## src/rtl/reg_file_pkg.sv

```systemverilog
// Shared widths and constants for the register file with write-back scoreboard.
package reg_file_pkg;

    localparam int unsigned XLEN = 32;
    localparam int unsigned NREG = 32;
    localparam int unsigned AW   = $clog2(NREG);

    localparam logic [AW-1:0] REG0_ADDR = '0;

endpackage

```

## src/rtl/reg_file_if.sv

```systemverilog
// Write, read, issue and busy signals of the register file, grouped for port use.
interface reg_file_if #(
    parameter int unsigned XLEN = reg_file_pkg::XLEN,
    parameter int unsigned AW   = reg_file_pkg::AW
);

    logic            we;
    logic [AW-1:0]   wa;
    logic [XLEN-1:0] wd;
    logic [AW-1:0]   ra1;
    logic [XLEN-1:0] rd1;
    logic [AW-1:0]   ra2;
    logic [XLEN-1:0] rd2;
    logic            iss;
    logic [AW-1:0]   isa;
    logic            busy1;
    logic            busy2;

    modport master (
        output we, wa, wd, ra1, ra2, iss, isa,
        input  rd1, rd2, busy1, busy2
    );

    modport slave (
        input  we, wa, wd, ra1, ra2, iss, isa,
        output rd1, rd2, busy1, busy2
    );

endinterface

```

## src/rtl/reg_file_wr_decoder.sv

```systemverilog
// Address-to-one-hot enable decoder; register 0 never receives an enable.
module wr_decoder
    import reg_file_pkg::*;
#(
    parameter int unsigned NREG = reg_file_pkg::NREG,
    parameter int unsigned AW   = $clog2(NREG)
) (
    input  logic            en,
    input  logic [AW-1:0]   addr,
    output logic [NREG-1:0] onehot
);

    always_comb begin
        onehot = '0;
        if (en && (addr != AW'(REG0_ADDR))) begin
            onehot[addr] = 1'b1;
        end
        onehot[0] = 1'b0;
    end

endmodule

```

## src/rtl/reg_file.sv

```systemverilog
// Two-read / one-write register file with write-through bypass and a
// per-register busy scoreboard for pending write-backs.
module reg_file
    import reg_file_pkg::*;
#(
    parameter int unsigned XLEN = reg_file_pkg::XLEN,
    parameter int unsigned NREG = reg_file_pkg::NREG
) (
    input  logic       clk,
    input  logic       rst,
    reg_file_if.slave  bus
);

    localparam int unsigned AW = $clog2(NREG);

    logic [NREG-1:0] wr_oh;
    logic [NREG-1:0] iss_oh;
    logic [XLEN-1:0] regs_q [NREG];
    logic [XLEN-1:0] regs_d [NREG];
    logic [NREG-1:0] busy_q;
    logic [NREG-1:0] busy_d;

    logic [AW-1:0]   ra      [2];
    logic [XLEN-1:0] rd      [2];
    logic            busy_rd [2];

    wr_decoder #(.NREG(NREG), .AW(AW)) u_wr_dec (
        .en     (bus.we),
        .addr   (bus.wa),
        .onehot (wr_oh)
    );

    wr_decoder #(.NREG(NREG), .AW(AW)) u_iss_dec (
        .en     (bus.iss),
        .addr   (bus.isa),
        .onehot (iss_oh)
    );

    // Write-back clears busy first so a same-edge issue to that register wins.
    always_comb begin
        regs_d = regs_q;
        for (int unsigned i = 0; i < NREG; i++) begin
            if (wr_oh[i]) begin
                regs_d[i] = bus.wd;
            end
        end
        busy_d = (busy_q & ~wr_oh) | iss_oh;
    end

    always_ff @(posedge clk or posedge rst) begin
        if (rst) begin
            for (int unsigned i = 0; i < NREG; i++) begin
                regs_q[i] <= '0;
            end
            busy_q <= '0;
        end else begin
            regs_q <= regs_d;
            busy_q <= busy_d;
        end
    end

    always_comb begin
        ra[0] = bus.ra1;
        ra[1] = bus.ra2;
    end

    // Bypassed reads report busy only when the same cycle re-issues the register.
    always_comb begin
        for (int unsigned p = 0; p < 2; p++) begin
            rd[p]      = '0;
            busy_rd[p] = 1'b0;
            if (!rst && (ra[p] != AW'(REG0_ADDR))) begin
                if (wr_oh[ra[p]]) begin
                    rd[p]      = bus.wd;
                    busy_rd[p] = iss_oh[ra[p]];
                end else begin
                    rd[p]      = regs_q[ra[p]];
                    busy_rd[p] = busy_q[ra[p]];
                end
            end
        end
    end

    assign bus.rd1   = rd[0];
    assign bus.rd2   = rd[1];
    assign bus.busy1 = busy_rd[0];
    assign bus.busy2 = busy_rd[1];

endmodule
```

## src/flat_wrapper.sv

```systemverilog
// flat-port wrapper written by rule: the top's interface ports become plain ports
module reg_file_flat import reg_file_pkg::*;
#(
    parameter int unsigned XLEN = reg_file_pkg::XLEN,
    parameter int unsigned NREG = reg_file_pkg::NREG
)
  (clk, rst, bus_we, bus_wa, bus_wd, bus_ra1, bus_ra2, bus_iss, bus_isa, bus_rd1, bus_rd2, bus_busy1, bus_busy2);
  reg_file_if #(.XLEN(XLEN)) bus_i ();
  input  logic clk;
  input  logic rst;
  input wire logic [$bits(bus_i.we)-1:0] bus_we;
  input wire logic [$bits(bus_i.wa)-1:0] bus_wa;
  input wire logic [$bits(bus_i.wd)-1:0] bus_wd;
  input wire logic [$bits(bus_i.ra1)-1:0] bus_ra1;
  input wire logic [$bits(bus_i.ra2)-1:0] bus_ra2;
  input wire logic [$bits(bus_i.iss)-1:0] bus_iss;
  input wire logic [$bits(bus_i.isa)-1:0] bus_isa;
  output wire logic [$bits(bus_i.rd1)-1:0] bus_rd1;
  output wire logic [$bits(bus_i.rd2)-1:0] bus_rd2;
  output wire logic [$bits(bus_i.busy1)-1:0] bus_busy1;
  output wire logic [$bits(bus_i.busy2)-1:0] bus_busy2;
  assign bus_i.we = bus_we;
  assign bus_i.wa = bus_wa;
  assign bus_i.wd = bus_wd;
  assign bus_i.ra1 = bus_ra1;
  assign bus_i.ra2 = bus_ra2;
  assign bus_i.iss = bus_iss;
  assign bus_i.isa = bus_isa;
  assign bus_rd1 = bus_i.rd1;
  assign bus_rd2 = bus_i.rd2;
  assign bus_busy1 = bus_i.busy1;
  assign bus_busy2 = bus_i.busy2;
  reg_file #(.XLEN(XLEN), .NREG(NREG)) u_core (.clk(clk), .rst(rst), .bus(bus_i));
endmodule
```

## config.mk

```make
export PLATFORM = sky130hd
export DESIGN_NAME = reg_file_flat
export DESIGN_NICKNAME = d
export VERILOG_FILES = /design/src/rtl/reg_file_pkg.sv /design/src/rtl/reg_file_if.sv /design/src/rtl/reg_file_wr_decoder.sv /design/src/rtl/reg_file.sv /design/src/flat_wrapper.sv
export SDC_FILE = /design/constraint.sdc
export NUM_CORES = 2
export LEC_CHECK = 0
export CAP_MARGIN = 5
export CORE_UTILIZATION = 30
export CTS_CLUSTER_SIZE = 24
export DETAILED_ROUTE_END_ITERATION = 10
export GPL_TIMING_DRIVEN = 0
export PLACE_DENSITY_LB_ADDON = 0.25
export RECOVER_POWER = 25
export SETUP_SLACK_MARGIN = 0.02
export SLEW_MARGIN = 0
export SYNTH_ARGS = -nofsm -noshare
export SYNTH_HDL_FRONTEND = slang
export SYNTH_SLANG_ARGS = --single-unit
```

## constraint.sdc

```tcl
create_clock -name clk -period 62.7 [get_ports clk]
set_input_delay 6.27 -clock clk [delete_from_list [all_inputs] [get_ports clk]]
set_output_delay 6.27 -clock clk [all_outputs]
set_load 0.02 [all_outputs]
```

Word level (Yosys, flattened, before mapping)
Index checks and enable logic that the tools add are counted.
{ "classes": {"reduce_logical": 11, "n_lt_le_gt_ge": 8, "bitwise_logic": 5, "muxes": 32} }
{ "ops": {"columns": ["cell", "count"], "rows": [
  ["32-bit binary-select mux with 5-bit select", 2],
  ["32-bit 2-to-1 mux", 10],
  ["32-bit bitwise AND", 1],
  ["32-bit NOT", 1],
  ["32-bit bitwise OR", 1],
  ["1-bit binary-select mux with 5-bit select", 6],
  ["5-bit by 6-bit < comparator with 1-bit output (second input constant)", 4],
  ["5-bit nonzero test", 4],
  ["6-bit >= comparator (second input constant)", 2],
  ["1-bit 2-to-1 mux", 12],
  ["5-bit NOT with 6-bit output", 2],
  ["1-bit demux with 5-bit select", 2],
  ["5-bit by 1-bit >= comparator with 1-bit output (second input constant)", 2],
  ["1-bit logical AND", 6],
  ["1-bit logical NOT", 1]
]} }
{ "word_totals": {"ff_bits": 1024} }

Depth between registers and ports, before layout
{ "logic_depth": {"ltp_word": 9, "ltp_mapped": 11, "ltp_nobuf": 6} }

Cells and area by module
From an unflattened synthesis, not the netlist that was laid out.
{ "unflattened": {"hier_cells": 4041, "area_unflattened_um2": 58237.1} }
{ "modules_own_cells": {"columns": ["mod", "n_inst", "cells_each", "area_each_um2", "seq_area_each_um2"], "rows": [
  ["reg_file", 1, 3945, 57761.6, 26425.3],
  ["wr_decoder", 2, 48, 237.7, 0.0]
]} }

Worst setup path after synthesis
No wires, ideal clock.
{ "synth_path": {"path_type": "input to output", "start": "input port rst", "end": "output port bus_busy2", "path_buffers": 0, "t_arrival_ps": 31108, "required_ps": 56430, "stages": 4, "setup_slack_ps": 25322, "cell_sequence": "inv_1 o21ai_0 nor4_1 a22o_1"} }
{ "synth_via": {"elab_chain_len": 3} }
{ "synth_rtl": {"columns": ["item", "line_no", "rtl"], "rows": [
  ["start: declaration", "flat_wrapper.sv:10", "input logic rst;"],
  ["1-bit logical NOT (no source line)", null, null],
  ["1-bit logical AND", "reg_file.sv:72", "if (!rst && (ra[p] != AW'(REG0_ADDR))) begin"],
  ["1-bit 2-to-1 mux", "reg_file.sv:72", null],
  ["end: declaration", "flat_wrapper.sv:21", "output wire logic [$bits(bus_i.busy2)-1:0] bus_busy2;"]
]} }
Every way passes these cells.

Final worst setup path
{ "layout_path": {"start": "input port rst", "end": "output port bus_rd1[21]"} }
{ "layout_via": {"elab_chain_len": 3} }
{ "layout_rtl": {"columns": ["item", "line_no", "rtl"], "rows": [
  ["1-bit logical NOT (no source line)", null, null],
  ["1-bit logical AND", "reg_file.sv:72", null],
  ["32-bit 2-to-1 mux", "reg_file.sv:72", null],
  ["end: declaration", "flat_wrapper.sv:18", "output wire logic [$bits(bus_i.rd1)-1:0] bus_rd1;"]
]} }
Every way passes these cells.

==> results by group <==
Status
  • Outcome: finished with violations
  • Failing checks: max-capacitance violations, max-slew violations

Clock tree
  • Clk sink count: a little over 1000
  • CTS Buf Count: between 100 and 150
  • Post-CTS Setup Bufs: 0
  • Clk_lat worst skew: 0.78 ns
  • Clock buffer depth: 3
  • CTS tree: done
  • Cts repair resizes: 0
  • Clock slew at reported path FFs: 0.05 ns
  • Cts hold-fix bufs: 0
  • Clk root buf: clkbuf_16
  • Clock H-tree levels: 3

Place
  • Setup WS pre-CTS: between 40 and 50 ns
  • IO Port Bufs: around 110
  • Hpwl dp: between 150000 and 200000 um
  • GPL Wtd Cong: 1.01
  • Placed cells: between 6000 and 7000

STA
  • Period utilization: roughly two fifths
  • Fmax: ~0.04 GHz
  • Unrepaired setup endpoints after global routing: no
  • Final Hold Viols: 0
  • Min Hold Slack: between 0.5 and 0.6 ns
  • Max Clock Skew: 0 ns
  • Max-slew violations: 701
  • Actual slew at the worst max-slew pin: roughly 7 ns
  • Rel. slew slack: -364%
  • Setup Viol. Count Final: 0
  • Crit path time final: 24.83 ns
  • Worst Setup Slack, final: 37.87 ns
  • Setup TNS Final: 0 ns

Yosys
  • Flops & latches, synth: 1023
  • Post-Synth Simple-Gate Area: under 10%
  • Post-synth EDFFs: 0
  • Compound-cell area share of the yosys netlist: between 6 and 7%
  • Ys async rst share: 100%
  • Post-synthesis sequential area ratio: approximately 46%
  • Synthesized area: roughly 55000 sq um
  • Mapped Nets: about 4000
  • Xor-xnor portion of the synthesized cell area: less than 1%
  • Largest family of logic cells by synthesized area: multiplexers
  • Mapped Cells: approximately 4000
  • Multiplexer area fraction after synthesis: between 40 and 50%
  • Post-synthesis adder-cell area fraction: 0%
  • Synth cell types: between 50 and 60
  • Yosys warns: 0
  • Synth Area per Inst: between 10 and 15 sq um
  • Primary FF master, synth: dfrtp_1

Worst hold path
  • Hold path depth: 1
  • Hold endpoint: u_core.regs_q[672]
  • HP Class: flip-flop to flip-flop
  • Worst hold path startpoint: u_core.regs_q[672]

Drt
  • DR WL/cell: approximately 40 um
  • Detailed Route Iter0 Violations: between 5000 and 6000
  • Via density per instance: 6.19
  • Vias: around 42000
  • Post-route ant nets: 0
  • Final WL: 270000 um
  • DRT Pass-1 Iters: 6
  • Remaining DRCs: 0

Critical path
  • WP data required: 56.43 ns
  • Worst setup EP type: output pin
  • Worst R2R End: u_core.regs_q[225]
  • Worst Setup Start Kind: input port
  • Setup Crit Path Kind: input port to output pin
  • Crit Reg-Reg Startpoint: u_core.regs_q[225]
  • Worst EP arrival: roughly 19 ns
  • CP max FO: 120
  • FF-to-FF path depth: 1
  • Register-to-register setup slack: just over 60 ns

Cells and area
  • Register area: around 26000 sq um
  • Multi-input logic area: ~28000 sq um
  • Fin cells: 6770
  • Fillcell total: ~18000
  • Layout Nets: around 4300
  • P&R area growth vs syn: 15.2%
  • Share of layout cells above drive strength 1: between 40% and 50%

GRT
  • First-pass GRT wire length: roughly 360000 um
  • Pin count of the biggest net entering global routing: roughly 130
  • Vias in the first global route: between 40000 and 50000
  • Initial antenna violation count: 28
  • Gr usage total: between 20% and 30%
  • GR Overflow Total: 0

Floorplanning
  • Die Wd: approximately 430 um
  • Cell Rows: 157
  • Starting Density: between 30% and 40%
  • Die area: 186000 sq um
  • Ports: about 120
  • Core Area: approximately 180000 sq um
  • Die H: ~430 um

Job
  • Max-cap check violation count: 14

Pwr
  • P_leak: approximately 27 nW
  • Power per Cell Area: 31.7 nW/um^2
  • Max VDD drop: 0.0000240 V
  • Tot Pwr: 0.00202 W
-- power by group --
part / internal, W / switching (W) / leakage [nW]
registers: 0.000791 / 0.0000968 / 13.0
logic: 0.000236 / 0.000209 / 11.8
clock network: 0.000385 / 0.000302 / 1.82
-- how the worst max path moves through the flow --
stage | startpoint | endpoint | slack (ns) | cells past startpoint
global placement | rst | bus_busy2 | 5.49 | 6
detailed placement | rst | bus_rd2[9] | 44.60 | 9
floorplan | rst | bus_busy2 | 25.32 | 4
global route | rst | bus_rd1[29] | 36.31 | 8
finish | rst | bus_rd1[21] | 37.87 | 8
CTS | rst | bus_rd2[9] | 44.60 | 9
-- cells in the mapped netlist, types with 15 or more instances --
| cell | instances | area, sq um |
|---|---|---|
| a21oi_1 | 38 | 190 |
| inv_1 | 17 | 63.8 |
| buf_2 | 86 | 430 |
| or4_1 | 42 | 315 |
| a22o_1 | 17 | 149 |
| nand3_1 | 61 | 305 |
| mux2_2 | 1058 | 11900 |
| buf_1 | 41 | 154 |
| o22ai_1 | 126 | 788 |
| o2111ai_1 | 15 | 131 |
| buf_4 | 39 | 293 |
| o41ai_1 | 28 | 245 |
| nor3_1 | 17 | 85.1 |
| dfrtp_1 | 1023 | 25600 |
| clkbuf_1 | 257 | 965 |
| a221oi_1 | 66 | 578 |
| a22oi_1 | 78 | 586 |
| o21a_1 | 17 | 128 |
| mux2i_1 | 184 | 1840 |
| nand2_1 | 69 | 259 |
| o21ai_0 | 51 | 255 |
| and3_1 | 16 | 100 |
| mux4_2 | 387 | 8720 |
| o31ai_1 | 17 | 128 |
| nor2_1 | 97 | 364 |
-- logic make-up (layout without fill, tap and decap cells) --
family / count (synthesis) / in the layout
DFF: 1023 / 1023
muxes: 1629 / 1629
xor gates and xnor gates: 16 / 16
buffers and inverters: 445 / 795
AOI/OAI and AO/OA: 475 / 475
and+or+nand+nor: 351 / 351
other: 0 / 17
-- per-stage QoR --
stage                     utilization [%]  area, sq um
after global routing                 34.8        63700
after detailed placement             32.8        60100
after CTS                            34.8        63800
after floorplan                         -        55300
final                                34.8        63700
after global placement               32.5        59500
-- cells in the final DEF (no fill, tap or decap), drive strengths merged, types with 28 or more instances in the layout --
master,count
nor2,97
mux2,1058
o22ai,126
nand2,69
dfrtp,1023
a221oi,66
a21oi,38
o21ai,54
nand3,62
clkbuf,444
mux4,387
mux2i,184
or4,42
a22oi,78
o41ai,28
buf,196
clkdlybuf4s50,105
-- registers in the layout, indices dropped and copies added, names as in the netlist --
name           flops
u_core.busy_q     31
u_core.regs_q    992
-- worst max-delay path, cell delays in order --
cell and delay, ns:
dlygate4sd3_1 0.68, clkinvlp_2 2.20, clkbuf_1 4.94, nand2_1 1.13, clkbuf_1 0.79, or4_1 0.70, o41ai_1 0.96, clkdlybuf4s50_1 0.79
-- final cells by class --
cell class                 instances  area share [%]
antenna                           17          0.0668
inverter                          18           0.108
multi-input combinational       2471            43.6
clock inverter                    29           0.409
timing repair buffer             141            2.44
sequential                      1023            40.2
tap                             2464            4.84
buffer                           427            3.00
clock buffer                     180            5.38
-- per-layer routing --
metal | share of wire [%] | up-vias | global-route usage (%)
li1 | - | 15818 | -
met3 | 10 | 821 | 8.34
met2 | 43 | 2670 | 42.1
met1 | 38 | 22614 | 36.4
met4 | 8.0 | 16 | 19.3
met5 | 0.080 | - | 0.468
No activity file was read; power rests on OpenSTA's default activity.
